<file path="config.mk">
export PLATFORM = sky130hd
export DESIGN_NAME = pulse_pacer
export DESIGN_NICKNAME = d
export VERILOG_FILES = /design/src/rtl/pulse_pacer_pkg.sv /design/src/rtl/pulse_pacer_cnt.sv /design/src/rtl/pulse_pacer.sv
export SDC_FILE = /design/constraint.sdc
export NUM_CORES = 1
export LEC_CHECK = 0
export CORE_MARGIN = 5
export CORE_UTILIZATION = 55
export CTS_BUF_LIST = sky130_fd_sc_hd__clkbuf_16
export DETAILED_ROUTE_END_ITERATION = 12
export PLACE_DENSITY = 0.93
export SLEW_MARGIN = 20
export SYNTH_ARGS = -nofsm -noshare
export SYNTH_HDL_FRONTEND = slang
export SYNTH_SLANG_ARGS = --single-unit
</file>
<file path="constraint.sdc">
create_clock -name clk -period 7.1 [get_ports clk]
set_input_delay 2.13 -clock clk [delete_from_list [all_inputs] [get_ports clk]]
set_output_delay 2.13 -clock clk [all_outputs]
set_load 0.01 [all_outputs]
</file>
<file path="src/rtl/pulse_pacer_pkg.sv">
// Shared types and constants for the pulse pacer.
// Holds the FSM state encoding, GAP limits and the gap-timer width helper.
package pulse_pacer_pkg;

    typedef enum logic {
        IDLE = 1'b0,
        WAIT = 1'b1
    } state_e;

    localparam int unsigned GAP_MIN = 2;
    localparam int unsigned GAP_MAX = 255;

    function automatic int unsigned gcnt_w(input int unsigned gap);
        return (gap <= 2) ? 1 : $clog2(gap);
    endfunction

endpackage

</file>
<file path="src/rtl/pulse_pacer_cnt.sv">
// Saturating up/down counter with synchronous clear.
// sat_drop flags an increment that was lost because the count was full.
module pulse_pacer_cnt
    import pulse_pacer_pkg::*;
#(
    parameter int unsigned W = 8
) (
    input  logic         clk,
    input  logic         rst_n,
    input  logic         inc,
    input  logic         dec,
    input  logic         clr,
    output logic [W-1:0] count,
    output logic         sat_drop
);

    localparam logic [W-1:0] CMAX = '1;

    logic [W-1:0] cnt_q;
    logic [W-1:0] cnt_d;
    logic         up;
    logic         down;

    assign up   = !clr && inc && !dec;
    assign down = !clr && dec && !inc;

    always_comb begin
        cnt_d    = cnt_q;
        sat_drop = 1'b0;
        unique case (1'b1)
            clr: begin
                cnt_d = '0;
            end
            up: begin
                if (cnt_q == CMAX) begin
                    sat_drop = 1'b1;
                end else begin
                    cnt_d = cnt_q + 1'b1;
                end
            end
            down: begin
                if (cnt_q != '0) begin
                    cnt_d = cnt_q - 1'b1;
                end
            end
            default: begin
                cnt_d = cnt_q;
            end
        endcase
    end

    always_ff @(posedge clk or negedge rst_n) begin
        if (!rst_n) begin
            cnt_q <= '0;
        end else begin
            cnt_q <= cnt_d;
        end
    end

    assign count = cnt_q;

endmodule

</file>
<file path="src/rtl/pulse_pacer.sv">
// Paces bursty source events into isolated pulses at least GAP cycles apart.
// Define PULSE_PACER_ACK_EN to end the gap early on a far-domain ack.
module pulse_pacer
    import pulse_pacer_pkg::*;
#(
    parameter int unsigned GAP   = 8,
    parameter int unsigned CNT_W = 8
) (
    input  logic             clk,
    input  logic             rst_n,
    input  logic             ev,
    input  logic             clr,
    output logic             pls,
    output logic [CNT_W-1:0] pend,
    output logic             busy,
    output logic             ovf
`ifdef PULSE_PACER_ACK_EN
    ,
    input  logic             ack,
    output logic             tmo
`endif
);

    localparam int unsigned GW = gcnt_w(GAP);
    localparam logic [GW-1:0] GRELOAD = GW'(GAP - 1);

    if (GAP < GAP_MIN || GAP > GAP_MAX) begin : g_gap_chk
        $error("pulse_pacer: GAP out of range");
    end

    state_e        state_q;
    logic [GW-1:0] gcnt_q;
    logic          pls_q;
    logic          ovf_q;
    logic          issue;
    logic          ack_hit;
    logic          sat_drop;
    logic          gap_done;

`ifdef PULSE_PACER_ACK_EN
    logic tmo_q;
    assign ack_hit = (state_q == WAIT) && ack;
    assign tmo     = tmo_q;
`else
    assign ack_hit = 1'b0;
`endif

    assign gap_done = (gcnt_q == '0) || ack_hit;

    // A clear empties the backlog, so it also suppresses this cycle's issue.
    always_comb begin
        issue = 1'b0;
        if (!clr && pend != '0) begin
            unique case (state_q)
                IDLE:    issue = 1'b1;
                WAIT:    issue = gap_done;
                default: issue = 1'b0;
            endcase
        end
    end

    pulse_pacer_cnt #(
        .W (CNT_W)
    ) u_cnt (
        .clk      (clk),
        .rst_n    (rst_n),
        .inc      (ev),
        .dec      (issue),
        .clr      (clr),
        .count    (pend),
        .sat_drop (sat_drop)
    );

    always_ff @(posedge clk or negedge rst_n) begin
        if (!rst_n) begin
            state_q <= IDLE;
            gcnt_q  <= '0;
            pls_q   <= 1'b0;
            ovf_q   <= 1'b0;
`ifdef PULSE_PACER_ACK_EN
            tmo_q   <= 1'b0;
`endif
        end else begin
            pls_q <= issue;
            if (clr) begin
                ovf_q <= 1'b0;
            end else if (sat_drop) begin
                ovf_q <= 1'b1;
            end
`ifdef PULSE_PACER_ACK_EN
            if (clr) begin
                tmo_q <= 1'b0;
            end else if (state_q == WAIT && gcnt_q == '0 && !ack) begin
                tmo_q <= 1'b1;
            end
`endif
            unique case (state_q)
                IDLE: begin
                    if (issue) begin
                        state_q <= WAIT;
                        gcnt_q  <= GRELOAD;
                    end
                end
                WAIT: begin
                    if (issue) begin
                        gcnt_q <= GRELOAD;
                    end else if (gap_done) begin
                        state_q <= IDLE;
                    end else begin
                        gcnt_q <= gcnt_q - 1'b1;
                    end
                end
                default: begin
                    state_q <= IDLE;
                end
            endcase
        end
    end

    assign pls  = pls_q;
    assign ovf  = ovf_q;
    assign busy = (state_q != IDLE) || (pend != '0);

endmodule
</file>
==> results of run 1 <==
## per-stage QoR
| step | instances | utilization [%] | total power (W) | area, µm² |
|---|---|---|---|---|
| 5_1_grt | 148 | 71.7 | 0.000538 | 1220 |
| 2_1_floorplan | 106 | - | 0.000303 | 978 |
| 3_3_place_gp | 144 | 67.1 | 0.000369 | 1150 |
| 4_1_cts | 148 | 71.7 | 0.000501 | 1220 |
| 6_report | 148 | 71.7 | 0.000502 | 1220 |
| 3_5_place_dp | 144 | 67.1 | 0.000389 | 1150 |
## final cells by class
type | instances | area share, %
inverter | 4 | 1.23
timing repair buffer | 14 | 11.4
clock buffer | 3 | 6.13
tap | 25 | 2.55
multi-input combinational | 87 | 49.7
sequential | 14 | 28.6
clock inverter | 1 | 0.306
## where the power goes
part,internal (W),switching [W],total (W)
Combinational,0.000120,0.000135,0.000255
Sequential,0.000108,0.0000309,0.000139
Clock,0.0000745,0.0000334,0.000108
## kinds of logic (layout without fill, tap and decap cells)
| group | count (synthesis) | in the layout |
|---|---|---|
| muxes | 7 | 7 |
| xor gates and xnor gates | 2 | 2 |
| DFF | 14 | 14 |
| buffers and inverters | 5 | 22 |
| adders and majority gates | 9 | 9 |
| AOI/OAI and AO/OA | 25 | 25 |
| and+or+nand+nor | 44 | 44 |
## synth_stat cells
master                     number
sky130_fd_sc_hd__or3b_1         2
sky130_fd_sc_hd__nand4_1        2
sky130_fd_sc_hd__inv_1          4
sky130_fd_sc_hd__mux2i_2        1
sky130_fd_sc_hd__nor2_1        20
sky130_fd_sc_hd__nor2_2         1
sky130_fd_sc_hd__nand2b_1       2
sky130_fd_sc_hd__a31oi_1        1
sky130_fd_sc_hd__nor3_1         2
sky130_fd_sc_hd__a211oi_1       5
sky130_fd_sc_hd__ha_1           8
sky130_fd_sc_hd__and2b_2        1
sky130_fd_sc_hd__o211ai_1       1
sky130_fd_sc_hd__nand2_1        4
sky130_fd_sc_hd__or4_4          1
sky130_fd_sc_hd__mux2_2         1
sky130_fd_sc_hd__clkbuf_1       1
sky130_fd_sc_hd__a21oi_1        6
sky130_fd_sc_hd__or4_1          1
sky130_fd_sc_hd__o21ai_0        8
sky130_fd_sc_hd__mux2i_1        4
sky130_fd_sc_hd__o21ai_4        1
sky130_fd_sc_hd__fa_1           1
sky130_fd_sc_hd__a21o_1         1
sky130_fd_sc_hd__or4b_2         1
sky130_fd_sc_hd__nor2b_1        3
sky130_fd_sc_hd__dfrtp_1       14
sky130_fd_sc_hd__a21o_2         1
sky130_fd_sc_hd__o22ai_1        1
sky130_fd_sc_hd__mux2_1         1
sky130_fd_sc_hd__or3_2          1
sky130_fd_sc_hd__xnor2_1        2
sky130_fd_sc_hd__nor3b_1        3
## registers in the layout, summed over array words and instances, names as in the netlist
signal and flops:
ovf 1, state_q 1, pls 1, u_cnt.count 8, gcnt_q 3
## worst paths after layout
path	cells past startpoint	end	slack [ps]
max reg2reg	12	u_cnt.count[6]	3630
max in group asynchronous	1	gcnt_q[0]	4420
min in group asynchronous	1	u_cnt.count[5]	2270
min	1	gcnt_q[0]	500
max	8	u_cnt.count[6]	2000
min reg2reg	1	gcnt_q[0]	500
## critical path: cells and delay by family
family	cells	cell delay, ps
and+or+nand+nor	2	1470
AOI/OAI and AO/OA	4	610
buffers and inverters	1	660
adders and majority gates	1	390
## metal layers
layer  wire length (µm)  global-route usage, %  vias to the layer above
met5                  0                      0                        -
met4                 34                   6.81                        0
met3                186                   4.84                        5
met2               1240                   36.6                       44
met1                995                   27.1                      447
li1                   -                      -                      417
==> impl_metrics.py, run 1 <==
metrics = {
    "sta": {
        "min_period_ps": 5100,
        "timing.final.hold_violations": 0,
        "finalCritPeriodShare_pct": 71.9,
        "fin_setup_tns_ps": 0,
        "hold_ws_ps": 505,
        "skew_ps": 5.10,
        "relSlewSlack_pct": 41.8,
        "max_freq_mhz": 196,
        "final_critical_path_setup_slack_ps": 2000,
        "rsz0062_at_grt": "false",
        "worst-slew-pin-transition_ps": 867,
        "report.final.slew_viol_count": 0,
        "finalSetupViolCount": 0,
    },
    "place": {
        "place_worst_setup_slack_ps": 1890,
        "dp_hpwl_um": 1760,
        "port_buffers": 14,
        "gp_congestion": 0.897,
    },
    "route": {
        "wl_um": 2460,
        "detail_route.iter0.violations": 40,
        "detail_route.first_pass.iterations": 4,
        "detail_route.drc_violations": 0,
        "avgRoutedWirePerCell_um": 16.6,
        "vias": 913,
        "vias_per_cell": 6.17,
        "drt.antenna.violating_nets": 0,
    },
    "yosys": {
        "synthMuxAreaShare_pct": 7.80,
        "compound_gate_fraction_of_synth_area_pct": 16.4,
        "synthAdderAreaFrac_pct": 12.3,
        "postSynthRegisterBits": 14,
        "synth_cells": 106,
        "synth-simple-area-share_pct": 24.0,
        "synth.top_cell.area_share_pct": 35.8,
        "ys_seq_area_share_pct": 35.8,
        "synth_cell_types": 33,
        "post_synth.cell_area_avg_um2": 9.23,
        "post_synth_main_area_contributors": "sky130_fd_sc_hd__dfrtp_1, sky130_fd_sc_hd__ha_1, sky130_fd_sc_hd__nor2_1",
        "synth_xor_area_share_pct": 1.79,
        "mappedNetlistArea_um2": 978,
        "synth_top_area_cell": "sky130_fd_sc_hd__dfrtp_1",
        "synth_warnings": 0,
        "synth_top_family_by_area": "simple AND/OR/NAND/NOR gates",
        "synthesis.nets": 119,
    },
    "setup_path": {
        "worst-setup-path-type": "in -> reg",
        "start_kind": "input port",
        "worst-endpoint-required_ps": 7260,
        "crit_path_max_incr_delay_ps": 820,
        "cp-startpoint": "clr",
        "reg2reg_from": "gcnt_q[0]",
        "timing.critical_path.cells": "clkdlybuf4s50_1 -> nor3_1 -> fa_1 -> a211oi_1 -> or4b_2 -> o21ai_0 -> o21ai_0 -> a21oi_1",
        "end_kind": "flip-flop",
        "timing.critical_path.slowest_stage_cell": "sky130_fd_sc_hd__nor3_1",
        "worstPathArrival_ps": 5270,
        "critPathMostFrequentCell": "sky130_fd_sc_hd__o21ai_0",
        "crit_path_max_fanout": 13,
    },
    "floorplan": {
        "pin_count": 15,
        "die_height_um": 52.2,
        "floorplan.initialDensity_pct": 57.3,
        "die-area_um2": 2720,
        "rows": 15,
        "core_area_um2": 1710,
        "die_x_um": 52.2,
    },
    "cells_and_area": {
        "most_used_cells_in_the_layout_excluding_fill_and_tap_cells": "sky130_fd_sc_hd__nor2_1, sky130_fd_sc_hd__dfrtp_1, sky130_fd_sc_hd__clkdlybuf4s50_1",
        "diodes": 0,
        "nNetsFinal": 137,
        "area.sequential_um2": 350,
        "final_common_cell": "sky130_fd_sc_hd__nor2_1",
        "multi_input_combinational_cell_area_um2": 609,
        "final_layout_fill_cell_count": 106,
        "post_route_cells_drive_above_1_share_pct": 9.76,
        "flow.area_growth_from_synthesis_pct": 25.2,
    },
    "outcome": {
        "run_status": "complete, no violations",
    },
    "power": {
        "peak_ir_drop_on_the_vdd_network_v": 0.000273,
        "leakage_nw": 0.559,
        "cellPowerDensity_nw_per_um2": 410,
    },
    "global_route": {
        "grt_max_degree": 15,
        "first_global_vias": 896,
        "antenna_violations_before_repair": 0,
        "grt_first_pass_wirelength_um": 4280,
        "globalRouteOverflowTotal": 0,
        "gr-usage-all-layers_pct": 21.6,
    },
    "clocking": {
        "cts_setup_buffers": 0,
        "cts.reportedPaths.clkPinSlew_ps": 50,
        "worstSkewPairLatency_ps": 250,
        "cts_tree": "built",
        "clock_tree.htree_level_count": 1,
        "root_buffer_cell": "sky130_fd_sc_hd__clkbuf_16",
        "tritoncts.num_buffers": 3,
        "cts-resized-gates": 0,
        "clkSinkCount": 14,
        "cts-root-to-sink-buffers": 2,
        "cts-hold-fix-buffers": 0,
    },
    "worst_hold_path": {
        "timing.hold.worst.start": "gcnt_q[0]",
        "hold_path_class": "reg -> reg",
    },
    "flow_run": {
        "number_of_maximum_capacitance_violations": 0,
    },
}
(Power assumes the default switching activity.)
==> inputs of run 2 (changes only) <==
--- a/config.mk
+++ b/config.mk
@@ -6,10 +6,10 @@
 export NUM_CORES = 1
 export LEC_CHECK = 0
 export CORE_MARGIN = 5
-export CORE_UTILIZATION = 55
+export CORE_UTILIZATION = 47
 export CTS_BUF_LIST = sky130_fd_sc_hd__clkbuf_16
 export DETAILED_ROUTE_END_ITERATION = 12
-export PLACE_DENSITY = 0.93
+export PLACE_DENSITY = 0.86
 export SLEW_MARGIN = 20
 export SYNTH_ARGS = -nofsm -noshare
 export SYNTH_HDL_FRONTEND = slang
==> constraint.sdc (replaced) <==
create_clock -name clk -period 4.5 [get_ports clk]
set_input_delay 1.35 -clock clk [delete_from_list [all_inputs] [get_ports clk]]
set_output_delay 1.35 -clock clk [all_outputs]
set_load 0.01 [all_outputs]
==> impl_metrics.py, run 2 (same netlist as run 1, synthesis figures left out) <==
metrics = {
    "outcome": {
        "run_status": "complete, no violations",
    },
    "clocking": {
        "cts-root-to-sink-buffers": 2,
        "cts-resized-gates": 0,
        "tritoncts.num_buffers": 3,
        "cts_tree": "built",
        "cts-hold-fix-buffers": 0,
        "root_buffer_cell": "sky130_fd_sc_hd__clkbuf_16",
        "worstSkewPairLatency_ps": 250,
        "cts_setup_buffers": 0,
        "clkSinkCount": 14,
        "clock_tree.htree_level_count": 1,
        "cts.reportedPaths.clkPinSlew_ps": 50,
    },
    "cells_and_area": {
        "multi_input_combinational_cell_area_um2": 609,
        "final_layout_fill_cell_count": 160,
        "most_used_cells_in_the_layout_excluding_fill_and_tap_cells": "sky130_fd_sc_hd__nor2_1, sky130_fd_sc_hd__dfrtp_1, sky130_fd_sc_hd__clkdlybuf4s50_1",
        "final_common_cell": "sky130_fd_sc_hd__nor2_1",
        "post_route_cells_drive_above_1_share_pct": 11.2,
        "diodes": 0,
        "nNetsFinal": 139,
        "area.sequential_um2": 350,
        "flow.area_growth_from_synthesis_pct": 27.0,
        "largest_register_ff_count": 8,
    },
    "sta": {
        "rsz0062_at_grt": "false",
        "min_period_ps": 3630,
        "finalCritPeriodShare_pct": 80.6,
        "finalSetupViolCount": 0,
        "report.final.slew_viol_count": 0,
        "relSlewSlack_pct": 57.2,
        "worst-slew-pin-transition_ps": 640,
        "max_freq_mhz": 276,
        "timing.final.hold_violations": 0,
        "fin_setup_tns_ps": 0,
        "hold_ws_ps": 474,
        "skew_ps": 2.46,
    },
    "setup_path": {
        "regToRegEndpoint": "u_cnt.count[6]",
        "end_kind": "output pin",
        "dominant_delay_contributor_by_cell_family_on_the_critical_path": "simple AND/OR/NAND/NOR gates",
        "worstPathArrival_ps": 2280,
        "reg2reg_from": "u_cnt.count[0]",
        "worst-setup-path-type": "reg -> out",
        "timing.critical_path.cells": "or4_4 -> or3_2 -> clkdlybuf4s50_1",
        "critical_path_buf_inv_count": 1,
        "worst-r2r-setup-slack_ps": 1310,
        "worst-endpoint-required_ps": 3150,
        "crit_path_max_incr_delay_ps": 610,
        "crit_path_max_fanout": 7,
        "worstRegToRegCells": 10,
        "start_kind": "flip-flop",
        "timing.critical_path.depth": 3,
        "timing.critical_path.slowest_stage_cell": "sky130_fd_sc_hd__or4_4",
    },
    "global_route": {
        "gr-usage-all-layers_pct": 15.6,
        "grt_first_pass_wirelength_um": 3860,
        "antenna_violations_before_repair": 0,
        "first_global_vias": 851,
        "globalRouteOverflowTotal": 0,
        "grt_max_degree": 15,
    },
    "floorplan": {
        "pin_count": 15,
        "rows": 16,
        "core_area_um2": 1980,
        "die_x_um": 55.6,
        "floorplan.initialDensity_pct": 49.4,
        "die-area_um2": 3090,
        "die_height_um": 55.6,
    },
    "place": {
        "dp_hpwl_um": 1580,
        "gp_congestion": 0.854,
        "port_buffers": 14,
    },
    "route": {
        "detail_route.first_pass.iterations": 4,
        "drt.antenna.violating_nets": 0,
        "vias": 850,
        "avgRoutedWirePerCell_um": 14.5,
        "wl_um": 2200,
        "detail_route.drc_violations": 0,
        "detail_route.iter0.violations": 11,
        "vias_per_cell": 5.59,
    },
    "worst_hold_path": {
        "hold_path_class": "reg -> reg",
        "timing.hold.worst.start": "gcnt_q[0]",
        "hold_path_depth": 1,
        "min_to": "gcnt_q[0]",
    },
    "power": {
        "cellPowerDensity_nw_per_um2": 624,
        "leakage_nw": 0.569,
        "peak_ir_drop_on_the_vdd_network_v": 0.000323,
    },
    "flow_run": {
        "number_of_maximum_capacitance_violations": 0,
    },
}
-- run 2: how the worst max path moves through the flow --
stage | slack (ps) | startpoint | endpoint
finish | 870 | u_cnt.count[0] | busy
global route | 810 | u_cnt.count[0] | busy
CTS | 870 | u_cnt.count[0] | busy
detailed placement | 750 | ev | u_cnt.count[6]
global placement | 800 | ev | u_cnt.count[6]
floorplan | 950 | clr | u_cnt.count[7]
-- run 2: per-layer routing --
metal  routed length (µm)  GRT usage (%)  up-vias
li1                     -              -      421
met1                 1000           19.7      393
met2                 1040           24.5       31
met3                  109           3.48        5
met4                   54           9.03        0
met5                    0              0        -
-- run 2: cell type report --
class	count	share of cell area, %
Timing Repair Buffer	16	12.5
Sequential cell	14	28.2
Inverter	4	1.21
Tap cell	27	2.72
Clock inverter	1	0.302
Clock buffer	3	6.04
Multi-Input combinational cell	87	49.0
-- run 2: metrics by stage --
stage	std cells	instance area, µm²	setup slack [ps]	util [%]	total power [W]
after floorplan	106	978	952	-	0.000478
after global placement	148	1160	804	58.7	0.000587
after detailed placement	148	1160	745	58.7	0.000601
after CTS	152	1240	871	62.7	0.000778
after global routing	152	1240	813	62.7	0.000836
final	152	1240	875	62.7	0.000776
-- run 2: where the power goes --
group | switching, W | leakage [nW] | internal [W]
logic | 0.000194 | 0.350 | 0.000189
registers | 0.0000505 | 0.180 | 0.000170
clock network | 0.0000541 | 0.0385 | 0.000118
total | 0.000299 | 0.569 | 0.000477
==> patch (settings of run 2) <==
Put one more register stage on the output `ovf`, cleared by the reset. The value now appears one clock later. The other outputs are not delayed to match.
--- a/src/rtl/pulse_pacer.sv
+++ b/src/rtl/pulse_pacer.sv
@@ -118,7 +118,13 @@
     end
 
     assign pls  = pls_q;
-    assign ovf  = ovf_q;
+    always_ff @(posedge clk or negedge rst_n) begin
+        if (!rst_n) begin
+            ovf <= '0;
+        end else begin
+            ovf <= ovf_q;
+        end
+    end
     assign busy = (state_q != IDLE) || (pend != '0);
 
 endmodule
Function: same outputs for any inputs over 10 cycles, from zero or initial values and one cycle with rst_n low; that may be too few to reach the edited logic, so the function may still have changed.
==> patch against run 2 <==
- routed wire length rose by 3.5%
- worst setup slack got worse by 0.027 ns
- worst hold slack got worse by 0.080 ns
- critical path type unchanged
- register-to-register slack got worse by 0.02 ns
- synthesized area rose by 2.6%
- combinational power rose by 1%
- total power rose by 1.5%
- final cell count rose by 0.66%
- largest power group unchanged
- die area rose by 2.1%
- global-route usage rose by 0.32 points
- cell area rose by 2.0%
- sequential cell count rose by 1
- sequential share of layout area rose by 1.4 points
==> patch: results (changes against run 2) <==
stage,metric,value,unit,change
hold_path,Min-Delay Path Depth,0,,-1
logic_synthesis,post-synthesis sequential area ratio,0.3741,,+0.01601
global_routing,largest net degree at the start of global routing,16,,+1
power_and_ir_drop,Clk pwr share,0.216,,-0.006
sta,hold_ws,0.3949,ns,-0.07956 ns
drt,met3 WL,120,um,+10%
layout,fraction of area in multi-input gates,0.4807,,-0.009685
global_routing,M1 GR Usage,0.2046,,+0.008046
layout,ClkCell Share,0.06219,,-0.001253
layout,share of cells above drive strength 1,0.1111,,-0.0008889
drt,initial drt markers,17,,+6
drt,Met2 Wirelength,1.073,mm,+3.7%
drt,via count,869,,+2.2%
logic_synthesis,leading post-synthesis cells by cell area,"dfrtp_1 37%, ha_1 10%, nor2_1 7.5%",,
hold_path,Worst Hold Launch,ovf_q,,
layout,Nets,140,,+0.72%
placed_design,final RePlAce weighted congestion,0.8676,,+1.5%
drt,routed length on met1,1.035,mm,+3.4%
power_and_ir_drop,leak pwr,0.5866,nW,+3.1%
drt,wire per inst,14.88,um,+2.8%
placed_design,DP HPWL,1.652,mm,+4.4%
power_and_ir_drop,switch share,0.3824,,-0.002756
outcome,status,finished clean,,
power_and_ir_drop,sequential power,0.230,mW,+4%
power_and_ir_drop,VDD IR-drop max,311.2,uV,-3.6%
sta,Slew headroom,0.5535,,-0.01856
layout,# fillers,174,,+8.8%
[patch: cell families after synthesis]
group,count (synthesis),share of synthesized area
compound gates,25,0.1596
xor+xnor,2,0.01746
fa+ha+maj,9,0.1197
buf+inv,5,0.01870
flops,15,0.3741
mux,7,0.07606
simple gates,44,0.2344
[patch: through the flow]
step,cells,utilization,area (sq um),setup slack (ns)
detailed placement,149,0.5938,1189,0.7472
global route,153,0.6331,1267,0.7959
CTS,153,0.6331,1267,0.8395
global placement,149,0.5938,1189,0.7786
finish,153,0.6331,1267,0.8477
floorplan,107,-,1003,0.9519
[patch: worst max path at each step]
stage	from	slack, ns	cells after the start	endpoint
6_report	u_cnt.count[0]	0.85	3	busy
5_1_grt	ev	0.80	9	u_cnt.count[6]
4_1_cts	u_cnt.count[0]	0.84	3	busy
3_5_place_dp	ev	0.75	9	u_cnt.count[7]
3_3_place_gp	ev	0.78	9	u_cnt.count[6]
2_1_floorplan	clr	0.95	8	u_cnt.count[7]
